<file path="config.mk">
export PLATFORM = sky130hd
export DESIGN_NAME = mmio_bus_arbiter
export DESIGN_NICKNAME = d
export VERILOG_FILES = /design/src/rtl/mmio_bus_arbiter_pkg.sv /design/src/rtl/mmio_bus_arbiter_select.sv /design/src/rtl/mmio_bus_arbiter.sv
export SDC_FILE = /design/constraint.sdc
export NUM_CORES = 1
export LEC_CHECK = 0
export ABC_AREA = 1
export ABC_CLOCK_PERIOD_IN_PS = 1410
export CAP_MARGIN = 10
export CORE_AREA = 3 3 148 150
export DETAILED_ROUTE_END_ITERATION = 12
export DIE_AREA = 0 0 151 153
export PLACE_DENSITY_LB_ADDON = 0.3
export SETUP_SLACK_MARGIN = 0.3
export SLEW_MARGIN = 30
export SYNTH_ARGS = -nofsm -noshare
export SYNTH_HDL_FRONTEND = slang
export SYNTH_SLANG_ARGS = --single-unit
</file>
<file path="constraint.sdc">
create_clock -name clk -period 1.41 [get_ports clk]
set_input_delay 0.282 -clock clk [delete_from_list [all_inputs] [get_ports clk]]
set_output_delay 0.282 -clock clk [all_outputs]
set_load 0.05 [all_outputs]
</file>
<file path="src/rtl/mmio_bus_arbiter_pkg.sv">
// Shared definitions for the two-requester MMIO bus arbiter: FSM encoding,
// requester IDs and the decoder's region codes.
package mmio_bus_arbiter_pkg;

  typedef enum logic [1:0] {
    ST_IDLE = 2'b00,
    ST_XFER = 2'b01,
    ST_ACK  = 2'b10
  } arb_state_e;

  localparam logic REQ_CPU = 1'b0;
  localparam logic REQ_DBG = 1'b1;

  // Region field seen by the address decoder (byte address bits [3:2]).
  localparam logic [1:0] REGION_MEM0  = 2'b00;
  localparam logic [1:0] REGION_MEM1  = 2'b01;
  localparam logic [1:0] REGION_ACCEL = 2'b10;
  localparam logic [1:0] REGION_GPIO  = 2'b11;

endpackage

</file>
<file path="src/rtl/mmio_bus_arbiter_select.sv">
// Combinational two-way winner pick: round-robin against the last-served
// requester, or requester 0 always first when FIXED_PRI is nonzero.
module arb_rr_select
  import mmio_bus_arbiter_pkg::*;
#(
  parameter int FIXED_PRI = 0
) (
  input  logic req0,
  input  logic req1,
  input  logic last_served,
  output logic winner,
  output logic valid
);

  always_comb begin
    valid  = req0 | req1;
    winner = REQ_CPU;
    if (req0 && req1) begin
      winner = (FIXED_PRI != 0) ? REQ_CPU : ~last_served;
    end else if (req1) begin
      winner = REQ_DBG;
    end
  end

endmodule

</file>
<file path="src/rtl/mmio_bus_arbiter.sv">
// Serializes CPU and debug-loader transactions onto the single MMIO bus.
// Every transaction walks IDLE -> XFER -> ACK; all bus outputs are registered.
module mmio_bus_arbiter
  import mmio_bus_arbiter_pkg::*;
#(
  parameter int ADDR_W    = 32,
  parameter int DATA_W    = 32,
  parameter int FIXED_PRI = 0
) (
  input  logic              clk,
  input  logic              rst,
  input  logic              req0,
  input  logic              req1,
  input  logic              we0,
  input  logic              we1,
  input  logic [ADDR_W-1:0] addr0,
  input  logic [ADDR_W-1:0] addr1,
  input  logic [DATA_W-1:0] wdata0,
  input  logic [DATA_W-1:0] wdata1,
  output logic              ack0,
  output logic              ack1,
  output logic [DATA_W-1:0] rdata,
  output logic              busy,
  output logic [ADDR_W-1:0] bus_addr,
  output logic              bus_we,
  output logic [DATA_W-1:0] bus_wdata,
  input  logic [DATA_W-1:0] bus_rdata
);

  arb_state_e        state_q, state_d;
  logic              owner_q, owner_d;
  logic              last_q, last_d;
  logic [ADDR_W-1:0] bus_addr_q, bus_addr_d;
  logic              bus_we_q, bus_we_d;
  logic [DATA_W-1:0] bus_wdata_q, bus_wdata_d;
  logic [DATA_W-1:0] rdata_q, rdata_d;
  logic              ack0_q, ack0_d;
  logic              ack1_q, ack1_d;

  logic winner;
  logic win_valid;

  arb_rr_select #(
    .FIXED_PRI(FIXED_PRI)
  ) u_select (
    .req0       (req0),
    .req1       (req1),
    .last_served(last_q),
    .winner     (winner),
    .valid      (win_valid)
  );

  always_comb begin
    state_d     = state_q;
    owner_d     = owner_q;
    last_d      = last_q;
    bus_addr_d  = bus_addr_q;
    bus_wdata_d = bus_wdata_q;
    rdata_d     = rdata_q;
    bus_we_d    = 1'b0;
    ack0_d      = 1'b0;
    ack1_d      = 1'b0;
    unique case (state_q)
      ST_IDLE: begin
        if (win_valid) begin
          owner_d     = winner;
          bus_addr_d  = (winner == REQ_DBG) ? addr1 : addr0;
          bus_we_d    = (winner == REQ_DBG) ? we1 : we0;
          bus_wdata_d = (winner == REQ_DBG) ? wdata1 : wdata0;
          state_d     = ST_XFER;
        end
      end
      ST_XFER: begin
        // Writes capture the mux output too; requesters ignore it then.
        rdata_d = bus_rdata;
        ack0_d  = (owner_q == REQ_CPU);
        ack1_d  = (owner_q == REQ_DBG);
        state_d = ST_ACK;
      end
      ST_ACK: begin
        last_d  = owner_q;
        state_d = ST_IDLE;
      end
      default: state_d = ST_IDLE;
    endcase
  end

  always_ff @(posedge clk) begin
    if (rst) begin
      state_q     <= ST_IDLE;
      owner_q     <= REQ_CPU;
      last_q      <= REQ_DBG;
      bus_addr_q  <= '0;
      bus_we_q    <= 1'b0;
      bus_wdata_q <= '0;
      rdata_q     <= '0;
      ack0_q      <= 1'b0;
      ack1_q      <= 1'b0;
    end else begin
      state_q     <= state_d;
      owner_q     <= owner_d;
      last_q      <= last_d;
      bus_addr_q  <= bus_addr_d;
      bus_we_q    <= bus_we_d;
      bus_wdata_q <= bus_wdata_d;
      rdata_q     <= rdata_d;
      ack0_q      <= ack0_d;
      ack1_q      <= ack1_d;
    end
  end

  assign ack0      = ack0_q;
  assign ack1      = ack1_q;
  assign rdata     = rdata_q;
  assign busy      = (state_q != ST_IDLE);
  assign bus_addr  = bus_addr_q;
  assign bus_we    = bus_we_q;
  assign bus_wdata = bus_wdata_q;

endmodule

</file>
==> results.tsv <==
stage	metric	value	unit
die	die width	151	um
setup_path	Worst Path Required	1.65	ns
yosys	Top FF cell, synth	dfxtp_1	
layout	Layout Nets	1229	
setup_path	crit path max fanout	5	
layout	share of post-route cells with drive strength above 1	28.8	%
yosys	post-synthesis xor/xnor area fraction	0	%
place	post-DP HPWL	12.6	mm
setup_path	family with the most delay on the worst path	buffers and inverters	
yosys	compound-cell area share of the yosys netlist	13.0	%
global_route	first-pass GRT wire length	28.2	mm
clock_tree	worst-skew pair later-pin latency	0.35	ns
setup_path	Worst Setup End Kind	flop	
die	Initial Utilization	24.6	%
timing	Period Utilization, post-route	91.7	%
setup_path	crit-path cells	inv_4, nand2_8, nor2_4, buf_12, buf_12, buf_16, nand2_2, nor2_1, nor2_1	
yosys	most frequent cell after synthesis	nand2_1	
global_route	largest net degree at the start of global routing	71	
yosys	Syn Area/Cell	6.45	sq um
timing	RSZ-0062 raised after global routing	true	
yosys	Seq cells post-synth	103	
global_route	GRT overflow	0	
timing	slew margin rel.	72.9	%
setup_path	buffer and inverter count on the worst path	4	
yosys	Synth warnings	0	
clock_tree	CTS buffer count	9	
clock_tree	CTS H-tree depth	3	
layout	Filler cells	2031	
yosys	Post-Syn Nets	961	
clock_tree	maximum clock path buffer count	2	
pwr	Total Power	10.9	mW
yosys	mapped cell area	0.00513	sq mm
die	Die Area	0.0231	sq mm
detailed_routing	antenna-violating nets left	0	
die	chip height	153	um
die	Rows	53	
yosys	Yosys cell types	20	
yosys	Simple-Gate Fraction of Synth Area	36.0	%
setup_path	CP peak stage delay	0.35	ns
global_route	gr usage total	15.4	%
yosys	adder-cell share of the synthesized area	0	%
global_route	initial antenna violation count	2	
setup_path	Setup crit start kind	flop	
detailed_routing	DR WL/cell	15.1	um
yosys	Yosys top cell area share	40.2	%
setup_path	Slowest-stage cell, CP	dfxtp_4	
die	I/O Pins	266	
setup_path	Worst Path Class, Setup	reg -> reg	
run	Max-Cap Viols	0	
detailed_routing	1st-pass router iterations	4	
detailed_routing	final wirelength	20.3	mm
timing	Setup violations, final	0	
clock_tree	Root Driver	clkbuf_16	
layout	area of the multi-input gates	0.00266	sq mm
timing	Hold Vio Cnt, Final	0	
pwr	PwrDens	1060	mW/mm^2
yosys	Async SR Flop Fraction	0	%
detailed_routing	# DRC	0	
yosys	Mapped Cells	795	
yosys	Post-synth top cells	197 x nand2_1, 196 x nor2_1, 103 x dfxtp_1, 68 x nand3_1, 66 x inv_1	
yosys	sequential share of the synthesized area	40.2	%
detailed_routing	Initial DRC Count	208	
clock_tree	clk slew on worst S/H paths	0.08	ns
yosys	EDFF count, synth	0	
yosys	largest family of logic cells by synthesized area	simple AND/OR/NAND/NOR gates	
detailed_routing	total number of vias	5651	
status	outcome	completed	
pwr	VDD IR max	0.578	mV
timing	Worst Skew	0.00773	ns
detailed_routing	via/cell ratio	4.20	
die	core box area	0.0208	sq mm
worst_hold_path	worst min path class	reg -> reg	
yosys	mux contribution to synthesized area	0	%
yosys	post-synth top area cell	dfxtp_1	
timing	FMAX	774	MHz
pwr	Lkg Pwr	4.49	nW
timing	Tmin final	1.29	ns
timing	setup_tns	0	ns
timing	max-slew violations	0	
place	port bufs	265	
clock_tree	hold_buf cts	0	
timing	measured slew at the worst slew-check pin	0.405	ns
place	GP Congestion	0.734	
layout	FF/Latch Area	0.00221	sq mm
clock_tree	Clock Sinks	103	
global_route	vias in the first global route	5258	
yosys	top cells by area, synth	dfxtp_1 40%, nand2_1 14%, nor2_1 14%, a21boi_0 8.2%, nand3_1 6.6%	
clock_tree	CTS tree	yes	
layout	area delta synth->final	99.9	%
setup_path	Worst EP arrival	1.54	ns
-- placed cells by master, fill, tap and decap left out, drive strengths merged, types with 2 or more instances in the layout --
cell type	instances
nand2	198
a21oi	2
buf	142
inv	70
clkbuf	20
nand3	68
clkinv	2
nor2	197
clkdlybuf4s50	163
a21boi	64
o21ai	34
dfxtp	103
-- path summary, 6_finish.rpt --
kind,start,end,slack [ns],depth (start not counted)
max reg2reg,state_q[0],bus_addr[21],0.12,9
max,state_q[0],bus_addr[21],0.12,9
min,owner_q,ack0,0.49,1
min reg2reg,owner_q,ack0,0.49,1
-- repair_timing --
item                       CTS  global route
gates cloned                 3            12
setup endpoints to repair  167           201
pin swaps                    2            22
buffers inserted             8             9
resized for setup          105            49
-- kinds of logic (layout without fill, tap and decap cells) --
logic type             count (synthesis)  count (layout)
AO/OA/AOI/OAI                        100             100
flip-flops                           103             103
other                                  0               1
AND/OR/NAND/NOR                      465             465
buffers and inverters                127             400
-- metal layers --
layer	track usage, %	part of all wire [%]
met5	0	0.064
met4	4.40	1.3
met3	5.19	7.6
met2	25.1	49
met1	19.2	42
-- worst register-to-register path, stage by stage, from the launching register on --
cell and delay (ns):
dfxtp_4 0.35, inv_4 0.07, nand2_8 0.06, nor2_4 0.11
buf_12 0.15, buf_12 0.11, buf_16 0.12, nand2_2 0.05
nor2_1 0.11, nor2_1 0.06
-- final cells by class --
| type | count | share of cell area [%] |
|---|---|---|
| Clock inverter | 5 | 0.549 |
| Inverter | 69 | 2.60 |
| Antenna cell | 1 | 0.0244 |
| Multi-Input combinational cell | 565 | 26.0 |
| Tap cell | 275 | 3.36 |
| Sequential cell | 103 | 21.5 |
| Clock buffer | 11 | 2.37 |
| Timing Repair Buffer | 315 | 43.6 |
-- flip-flops by register name, summed over array words and instances, names as in the netlist --
signal,cells
rdata,32
ack0,1
bus_we,1
ack1,1
bus_wdata,32
owner_q,1
bus_addr,32
last_q,1
state_q,2
-- power by group --
group	internal, mW	total (mW)	switching [mW]	leakage (nW)
logic	2.34	4.66	2.32	3.45
registers	3.29	3.61	0.318	0.888
clock network	1.43	2.61	1.18	0.146
total	7.06	10.9	3.81	4.49
-- through the flow --
step                worst slack (ns)  cells  util [%]  hold WS [ns]  area [sq um]
global route                  0.0566   1344      49.2         0.504         10200
detailed placement            -0.312   1295      44.1         0.484          9180
finish                         0.117   1344      49.2         0.492         10200
floorplan                      0.252    795         -         0.345          5170
CTS                            0.124   1322      46.9         0.478          9770
global placement              -0.274   1295      44.1         0.483          9180
(Power assumes the default switching activity.)
